$ cat config.mk
export PLATFORM = sky130hd
export DESIGN_NAME = writeback_stage
export DESIGN_NICKNAME = d
export VERILOG_FILES = /design/src/rtl/pipeline_pkg.sv /design/src/rtl/retire_counter.sv /design/src/rtl/writeback_stage.sv
export SDC_FILE = /design/constraint.sdc
export NUM_CORES = 1
export LEC_CHECK = 0
export CAP_MARGIN = 20
export CORE_MARGIN = 4
export CORE_UTILIZATION = 50
export CTS_BUF_LIST = sky130_fd_sc_hd__clkbuf_2 sky130_fd_sc_hd__clkbuf_4 sky130_fd_sc_hd__clkbuf_8
export DETAILED_ROUTE_END_ITERATION = 10
export GPL_TIMING_DRIVEN = 0
export PLACE_DENSITY = 0.8
export SLEW_MARGIN = 20
export SYNTH_ARGS = -nofsm -noshare
export SYNTH_HDL_FRONTEND = slang
export SYNTH_HIERARCHICAL = 1
export SYNTH_SLANG_ARGS = --single-unit
$ cat constraint.sdc
create_clock -name clockIn -period 2.2 [get_ports clockIn]
set_input_delay 0.22 -clock clockIn [delete_from_list [all_inputs] [get_ports clockIn]]
set_output_delay 0.22 -clock clockIn [all_outputs]
set_load 0.02 [all_outputs]
$ cat src/rtl/pipeline_pkg.sv
// Shared pipeline definitions: RV32 opcode values, instruction field
// positions, register-file size and the writeback-stage state encoding.
// Used by both the execute and writeback stages.
package pipeline_pkg;

    localparam int REGISTER_COUNT       = 32;
    localparam int REGISTER_INDEX_WIDTH = $clog2(REGISTER_COUNT);

    // Instruction field slices
    localparam int RD_MSB     = 11;
    localparam int RD_LSB     = 7;
    localparam int OPCODE_MSB = 6;
    localparam int OPCODE_LSB = 0;

    // Major opcodes
    localparam logic [OPCODE_MSB:OPCODE_LSB] OPCODE_LUI    = 7'b0110111;
    localparam logic [OPCODE_MSB:OPCODE_LSB] OPCODE_AUIPC  = 7'b0010111;
    localparam logic [OPCODE_MSB:OPCODE_LSB] OPCODE_JAL    = 7'b1101111;
    localparam logic [OPCODE_MSB:OPCODE_LSB] OPCODE_JALR   = 7'b1100111;
    localparam logic [OPCODE_MSB:OPCODE_LSB] OPCODE_OP_IMM = 7'b0010011;
    localparam logic [OPCODE_MSB:OPCODE_LSB] OPCODE_OP     = 7'b0110011;
    localparam logic [OPCODE_MSB:OPCODE_LSB] OPCODE_LOAD   = 7'b0000011;
    localparam logic [OPCODE_MSB:OPCODE_LSB] OPCODE_BRANCH = 7'b1100011;
    localparam logic [OPCODE_MSB:OPCODE_LSB] OPCODE_STORE  = 7'b0100011;

    typedef enum logic [1:0] {
        WB_IDLE   = 2'b00,
        WB_COMMIT = 2'b01,
        WB_FAULT  = 2'b10
    } wbState_t;

    // True for opcodes whose result lands in rd; unknown opcodes retire as no-ops.
    function automatic logic writesRegister(input logic [OPCODE_MSB:OPCODE_LSB] opcode);
        logic result;
        case (opcode)
            OPCODE_LUI, OPCODE_AUIPC, OPCODE_JAL, OPCODE_JALR,
            OPCODE_OP_IMM, OPCODE_OP, OPCODE_LOAD: result = 1'b1;
            OPCODE_BRANCH, OPCODE_STORE:           result = 1'b0;
            default:                               result = 1'b0;
        endcase
        return result;
    endfunction

endpackage

$ cat src/rtl/retire_counter.sv
// Free-running enable counter counting retired instructions; wraps at 2^WIDTH.
// Only built when WRITEBACK_RETIRE_COUNT_EN is defined.
`ifdef WRITEBACK_RETIRE_COUNT_EN
module retire_counter #(
    parameter int WIDTH = 64
) (
    input  logic             clockIn,
    input  logic             resetIn,
    input  logic             enableIn,
    output logic [WIDTH-1:0] countOut
);

    localparam logic [WIDTH-1:0] COUNT_STEP = WIDTH'(1);

    // Count one per enabled cycle, natural wrap on overflow.
    always_ff @(posedge clockIn or negedge resetIn) begin
        if (!resetIn) begin
            countOut <= '0;
        end else if (enableIn) begin
            countOut <= countOut + COUNT_STEP;
        end else begin
            countOut <= countOut;
        end
    end

endmodule
`endif

$ cat src/rtl/writeback_stage.sv
// Writeback stage: captures one retired instruction per cycle from the
// execute stage, then commits it on the following cycle (register write,
// next-PC publish, fetch redirect). A redirect to a misaligned target
// latches a sticky fault and the stage stops until reset.
// Optional feature macro: WRITEBACK_RETIRE_COUNT_EN adds retiredCountOut.
module writeback_stage
    import pipeline_pkg::*;
#(
    parameter logic [31:0] RESET_ADDRESS = 32'h0000_0000
) (
    input  logic                            clockIn,
    input  logic                            resetIn,
    input  logic                            startIn,
    input  logic [31:0]                     instructionIn,
    input  logic [31:0]                     addressIn,
    input  logic [1:0][31:0]                resultsIn,
    output logic                            registerWriteEnableOut,
    output logic [REGISTER_INDEX_WIDTH-1:0] registerIndexOut,
    output logic [31:0]                     registerValueOut,
    output logic [31:0]                     programCounterOut,
    output logic                            programCounterValidOut,
    output logic                            redirectOut,
    output logic                            readyOut,
    output logic                            faultOut
`ifdef WRITEBACK_RETIRE_COUNT_EN
    ,
    output logic [63:0]                     retiredCountOut
`endif
);

    wbState_t                        state_r;
    logic [OPCODE_MSB:OPCODE_LSB]    opcode_r;
    logic [REGISTER_INDEX_WIDTH-1:0] rd_r;
    logic [31:0]                     address_r;
    logic [31:0]                     value_r;
    logic [31:0]                     target_r;

    logic        writesRd_s;
    logic        redirect_s;
    logic        fault_s;
    logic [31:0] nextPc_s;
    logic        unusedInstrBits_s;

    // Only opcode and rd matter at writeback; the rest of the word is dropped.
    assign unusedInstrBits_s = ^instructionIn[31:RD_MSB+1];

    // Decode the captured instruction into its commit effects.
    always_comb begin
        writesRd_s = writesRegister(opcode_r);
        redirect_s = (opcode_r == OPCODE_JAL) || (opcode_r == OPCODE_JALR) ||
                     ((opcode_r == OPCODE_BRANCH) && value_r[0]);
        if (redirect_s) begin
            nextPc_s = target_r;
        end else begin
            nextPc_s = address_r + 32'd4;
        end
        fault_s = redirect_s && (target_r[1:0] != 2'b00);
    end

    // Writeback FSM: capture, commit with registered strobes, sticky fault.
    always_ff @(posedge clockIn or negedge resetIn) begin
        if (!resetIn) begin
            state_r                <= WB_IDLE;
            opcode_r               <= '0;
            rd_r                   <= '0;
            address_r              <= 32'h0000_0000;
            value_r                <= 32'h0000_0000;
            target_r               <= 32'h0000_0000;
            registerWriteEnableOut <= 1'b0;
            registerIndexOut       <= '0;
            registerValueOut       <= 32'h0000_0000;
            programCounterOut      <= RESET_ADDRESS;
            programCounterValidOut <= 1'b0;
            redirectOut            <= 1'b0;
            readyOut               <= 1'b0;
            faultOut               <= 1'b0;
        end else begin
            registerWriteEnableOut <= 1'b0;
            programCounterValidOut <= 1'b0;
            redirectOut            <= 1'b0;
            readyOut               <= 1'b0;
            case (state_r)
                WB_IDLE: begin
                    if (startIn) begin
                        opcode_r  <= instructionIn[OPCODE_MSB:OPCODE_LSB];
                        rd_r      <= instructionIn[RD_MSB:RD_LSB];
                        address_r <= addressIn;
                        value_r   <= resultsIn[0];
                        target_r  <= resultsIn[1];
                        state_r   <= WB_COMMIT;
                    end else begin
                        state_r   <= WB_IDLE;
                    end
                end
                WB_COMMIT: begin
                    if (fault_s) begin
                        // Fault wins over a simultaneous new instruction.
                        faultOut <= 1'b1;
                        state_r  <= WB_FAULT;
                    end else begin
                        registerWriteEnableOut <= writesRd_s && (rd_r != '0);
                        registerIndexOut       <= rd_r;
                        registerValueOut       <= value_r;
                        programCounterOut      <= nextPc_s;
                        programCounterValidOut <= 1'b1;
                        redirectOut            <= redirect_s;
                        readyOut               <= 1'b1;
                        if (startIn) begin
                            opcode_r  <= instructionIn[OPCODE_MSB:OPCODE_LSB];
                            rd_r      <= instructionIn[RD_MSB:RD_LSB];
                            address_r <= addressIn;
                            value_r   <= resultsIn[0];
                            target_r  <= resultsIn[1];
                            state_r   <= WB_COMMIT;
                        end else begin
                            state_r   <= WB_IDLE;
                        end
                    end
                end
                WB_FAULT: begin
                    state_r <= WB_FAULT;
                end
                default: begin
                    state_r <= WB_IDLE;
                end
            endcase
        end
    end

`ifdef WRITEBACK_RETIRE_COUNT_EN
    retire_counter #(
        .WIDTH(64)
    ) retireCounter (
        .clockIn (clockIn),
        .resetIn (resetIn),
        .enableIn(readyOut),
        .countOut(retiredCountOut)
    );
`endif

endmodule

==> qor.csv <==
metric,value,unit
crit_type,flop to flop,
portBuffers,184,
yosys_warnings,6,
swShare,29.28,%
p_leak,4.426,nW
avgViaCountPerCell,5.299,
power_frac_seq,50.3,%
comb_power_share,23.7,%
track_usage,22.29,%
crit_buf_inv,3,
finalWorstSetupSlack,0.1092,ns
finalInstanceArea,0.01020,mm2
synthesis.area,0.007630,mm2
hold_path_class,input pin to flop,
cts-root-buf,clkbuf_8,
synthCells,643,
critical-path-max-stage-delay,0.40,ns
r2r-end,target_r[23]$_DFFE_PN0P_,
rr_worst_depth,8,
hp-start,resultsIn[47],
first_pass_iters,4,
clockPowerShare,25.9,%
routabilityCongestion,0.8603,
grt_pass1_wl,30890,um
crit_path_cell_trace,and3b_1 > o2111ai_4 > nor2_4 > a21oi_4 > buf_4 > buf_6 > buf_4 > mux2_1,
power.density,813.3,mW/mm2
insertion_delay,0.45,ns
drv_slew,0,
antenna_cells,0,
reg2reg_slack,0.11,ns
dr_total_vias,5559,
ys_types,41,
slowest_stage,dfrtp_1,
drv_cap,0,
grt_pass1_vias,5977,
synth_simple_gate_area_share,12.97,%
crit_top_cell,buf_4,
layout_common_cells,"dfrtp_1 (183), clkdlybuf4s50_1 (183), nand2_1 (156), mux2_2 (106), o21ai_0 (31)",
preCtsSetupSlack,-0.4310,ns
core_area,0.01475,mm2
yosysSeqAreaShare,60.02,%
drt_first_iter_violations,311,
die_w,131.5,um
clock-sinks,183,
syn2layout_area_growth,33.67,%
synth_top_family_by_area,multiplexers,
synth_fa_ha_area_share,0.1640,%
cts_buffers,17,
wl_per_cell,17.80,um
p_switching,2.429,mW
relSlewSlack,49.99,%
synthFlopType,dfrtp_1,
hold_viol,0,
start_kind,flop,
p_int,5.866,mW
synth_nets,775,
crit_required,2.53,ns
cp-end-kind,flop,
crit_end,target_r[23]$_DFFE_PN0P_,
tightest_slew,0.7502,ns
synth-xor-area-share,3.214,%
syn_area_per_cell,11.87,um2
ios,205,
worstPathArrival,2.42,ns
grt_overflow_total,0,
placed_area,0.009734,mm2
ys_seq_elements,183,
synth_compound_area_share,4.772,%
die_h,131.5,um
synthMuxAreaShare,16.46,%
fin_worst_skew,0.01270,ns
drcViolationCount,0,
startpoint,opcode_r[4]$_DFFE_PN0P_,
cts.path.max_buffers,2,
crit_family,simple AND/OR/NAND/NOR gates,
r2r-start,opcode_r[4]$_DFFE_PN0P_,
ant_nets,0,
path_depth,8,
detailed_place_hpwl,13980,um
tns,0,ns
setup_viol,0,
grt_max_degree,103,
drt-total-wl,18680,um
tritoncts,yes,
peakVddDrop,0.4892,mV
htreeDepth,4,
final_nets,984,
crit_fanout,10,
path_clk_slew,0.09,ns
drive_above_1_share,21.62,%
core.rowCount,44,
synth_edf_count,0,
finalCritPeriodShare,95.04,%
synth_async_sr_flop_share,100.0,%
die-area,0.01730,mm2
clock.fmax,478.3,MHz
finalCriticalPeriod,2.091,ns
fin_hold_ws,0.3783,ns
antenna_found_initial,0,
start_util,51.71,%
status,"complete, no violations",
## cell type report
cell class | count | area [um2]
flip-flops and latches | 183 | 4579
clock buffers | 23 | 297.8
clock inverters | 9 | 75.07
well taps | 184 | 230.2
inverters | 2 | 7.507
fillers | 1077 | 4556
plain buffers | 32 | 183.9
repair buffers | 190 | 1914
multi-input cells | 426 | 2910
## cell families after synthesis
logic type               after synthesis
AO/OA/AOI/OAI                         57
XOR/XNOR                              28
adder cells (fa/ha/maj)                1
buffers and inverters                 34
flip-flops                           183
multiplexers                         112
AND/OR/NAND/NOR                      228
## repair_timing
action,4_1_cts,5_1_grt
cloned,0,0
hold buffers,1,0
setup endpoints to repair,171,79
endpoints found under the hold margin,101,0
buffers inserted,3,1
resized for setup,10,3
pin swaps,1,1
## power by group through the flow
stage / Clock [mW] / Sequential, mW / Combinational (mW)
CTS: 2.20 / 4.17 / 1.99
finish: 2.15 / 4.18 / 1.97
global route: 2.33 / 4.24 / 2.13
floorplan: 0 / 4.46 / 0.695
detailed placement: 0 / 4.24 / 1.97
global placement: 0 / 4.21 / 1.91
## registers in the layout, indices dropped and copies added (netlist names)
signal	flops
programCounterOut	32
registerValueOut	32
target_r	32
opcode_r	7
address_r	32
registerIndexOut	5
state_r	2
faultOut	1
readyOut	1
rd_r	5
redirectOut	1
value_r	32
registerWriteEnableOut	1
## how the worst min path moves through the flow
| stage | to | slack [ns] | cells after the start |
|---|---|---|---|
| floorplan | address_r[0]$_DFFE_PN0P_ | -0.08 | 0 |
| global placement | registerValueOut[10]$_DFFE_PN0P_ | 0.44 | 2 |
| detailed placement | registerValueOut[18]$_DFFE_PN0P_ | 0.32 | 1 |
| CTS | address_r[25]$_DFFE_PN0P_ | 0.34 | 2 |
| global route | address_r[25]$_DFFE_PN0P_ | 0.35 | 2 |
| finish | target_r[15]$_DFFE_PN0P_ | 0.38 | 2 |
## stage by stage
step | cells | utilization, % | total power, mW
after floorplan | 643 | - | 5.156
after global placement | 1011 | 65.76 | 6.121
after detailed placement | 1012 | 65.98 | 6.212
after CTS | 1048 | 68.96 | 8.365
after global routing | 1049 | 69.12 | 8.697
final | 1049 | 69.12 | 8.295
## Yosys cell counts, types with 2 or more instances
cell type | number | area (um2)
inv_1 | 2 | 7.510
and3_1 | 3 | 18.77
xnor2_1 | 7 | 61.31
nand2b_1 | 2 | 12.51
xor2_1 | 21 | 183.9
a22oi_1 | 8 | 60.06
nor3_1 | 6 | 30.03
nor2b_1 | 2 | 12.51
nor2_1 | 22 | 82.58
buf_6 | 2 | 22.52
nand2_1 | 156 | 585.6
nor3_2 | 3 | 30.03
o21ai_0 | 31 | 155.2
buf_4 | 3 | 22.52
mux2i_1 | 4 | 40.04
mux2_2 | 106 | 1194
o21ai_2 | 3 | 26.28
clkbuf_1 | 11 | 41.29
buf_2 | 15 | 75.07
dfrtp_1 | 183 | 4579
nand4_1 | 10 | 62.56
a31oi_1 | 3 | 18.77
mux2_1 | 2 | 22.52
nand3_1 | 15 | 75.07
nor4_1 | 3 | 18.77
o211ai_1 | 5 | 37.54
## layer usage
| layer | track usage, % | part of all wire (%) | vias up |
|---|---|---|---|
| met3 | 5.428 | 6.1 | 27 |
| li1 | - | - | 2606 |
| met2 | 35.96 | 49 | 192 |
| met5 | 0 | 0 | - |
| met1 | 29.03 | 43 | 2734 |
| met4 | 9.393 | 2.6 | 0 |
## worst register-to-register path, stage by stage (launching register included)
cell and delay [ns]:
dfrtp_1 0.40, and3b_1 0.31, o2111ai_4 0.20, nor2_4 0.18, a21oi_4 0.07, buf_4 0.15
buf_6 0.14, buf_4 0.19, mux2_1 0.33
No activity file was read; power rests on OpenSTA's default activity.
==> edit: new RTL, same settings <==
Put one more register stage on the output `programCounterOut`. The value now appears one clock later. The other outputs are not delayed to match.
--- a/src/rtl/writeback_stage.sv
+++ b/src/rtl/writeback_stage.sv
@@ -27,6 +27,8 @@
     output logic [63:0]                     retiredCountOut
 `endif
 );
+
+    logic [31:0] programCounterOut_s0;
 
     wbState_t                        state_r;
     logic [OPCODE_MSB:OPCODE_LSB]    opcode_r;
@@ -69,7 +71,7 @@
             registerWriteEnableOut <= 1'b0;
             registerIndexOut       <= '0;
             registerValueOut       <= 32'h0000_0000;
-            programCounterOut      <= RESET_ADDRESS;
+            programCounterOut_s0   <= RESET_ADDRESS;
             programCounterValidOut <= 1'b0;
             redirectOut            <= 1'b0;
             readyOut               <= 1'b0;
@@ -101,7 +103,7 @@
                         registerWriteEnableOut <= writesRd_s && (rd_r != '0);
                         registerIndexOut       <= rd_r;
                         registerValueOut       <= value_r;
-                        programCounterOut      <= nextPc_s;
+                        programCounterOut_s0   <= nextPc_s;
                         programCounterValidOut <= 1'b1;
                         redirectOut            <= redirect_s;
                         readyOut               <= 1'b1;
@@ -138,5 +140,9 @@
     );
 `endif
 
+    always_ff @(posedge clockIn) begin
+        programCounterOut <= programCounterOut_s0;
+    end
+
 endmodule
 
Check against the original RTL: not equivalent (a bounded check fails within 4 cycles, from zero or initial values and one cycle with resetIn low).
==> edit against the unedited design <==
Worst setup slack lost 0.034 ns. Total power is 29% higher. Area after synthesis increased by 9.3%. Non-clock buffer count increased by 2. Sequential cell count up 32. Design area is 13% higher. Count of clock-buffer cells in the layout grew 35. First-iteration DRC count increased by 12%. Wire length up 11%. Core utilization increased by 2.3 points. Largest power group unchanged.
==> edit: results (changes against the unedited design) <==
Status
  • Status: complete, no violations

Route
  • Starting DRT DRC Count: 349 (+12%)
  • Routed len/inst: 17.85 microns (+0.28%)
  • WL final: 20680 microns (+11%)

Logic synthesis
  • Adder-Cell Fraction of Synth Area: 0.1500% (-0.014 points)
  • Yosys cell types: 49 (+20%)
  • Ys async rst share: 85.12% (-15 points)
  • Sequential share of the synthesized area: 62.58% (+2.6 points)

Pwr
  • Leakage: 5.011 nW (+13%)
  • Final Power: 10.73 mW (+29%)

Timing
  • Hold Slack: 0.1282 ns (-0.2502 ns)
  • Worst-Margin Slew: 0.5274 ns (-0.2228 ns)
  • Setup Skew: 0.02841 ns (+0.01571 ns)
  • Setup ws final: 0.07505 ns (-0.03412 ns)

Worst setup path
  • Slowest cell on the critical path: or4_4
  • Crit path arrival time: 2.49 ns (+0.07 ns)
  • CP Launch Point: address_r[8]
  • Worst Reg-to-Reg Cells: 6 (-2)
  • Critical path capture point: programCounterOut_s0[29]

Finish
  • Layout fillers: 1106 (+2.7%)
  • Logic inverters: 6 (+4)
  • Sequential cell area share: 45.41% (+0.50 points)
  • Comb_multi_in: 430 (+0.94%)
  • Repair and plain buffers: 224 (+0.90%)
  • Ant. Diodes: 1 (+1)
  • Non-clock buffering overhead: 18.66% (-1.9 points)
  • # clk buffers: 58 (+150%)
  • ClkCell Share: 6.949% (+3.3 points)

Clock tree
  • Max clock buf depth: 3 (+1)
  • CTS H-tree lvls: 2 (-2)
  • Skew-Pair Late Insertion Delay: 0.52 ns (+0.07 ns)

Worst hold path
  • Hold crit path type: input pin to async pin

Global routing
  • Antenna violations before repair: 2 (+2)
  • Met2 Usage GRT: 35.91% (-0.047 points)
  • Grt met1 use: 29.12% (+0.093 points)
  • M3 GR Usage: 5.147% (-0.28 points)

Placement
  • Placement Cell Area: 10510 sq um (+8.0%)
[edit: cell types whose count changed after synthesis, sizes merged, moves of 3 or more]
| cell | before | now |
|---|---|---|
| o21ai | 35 | 32 |
| xor2 | 21 | 6 |
| nor4 | 3 | 8 |
| dfxtp | 0 | 32 |
| xnor2 | 7 | 18 |
| nand4 | 11 | 7 |
| clkbuf | 12 | 23 |
| inv | 2 | 6 |
| or4 | 1 | 4 |
| a21oi | 2 | 6 |
| nand2 | 156 | 151 |
| buf | 20 | 10 |
[edit: per-layer routing]
metal,routed length [microns],up-vias
met5,18,-
met4,522,2
met3,1273,42
met2,10080,185
met1,8783,3014
li1,-,2814
[edit: what timing repair did]
action | in CTS | in global routing
hold buffers | 1 | 0
resized for setup | 17 | 50
setup endpoints to repair | 159 | 123
hold endpoints to repair | 112 | 0
setup buffers | 3 | 2
pin swaps | 2 | 3
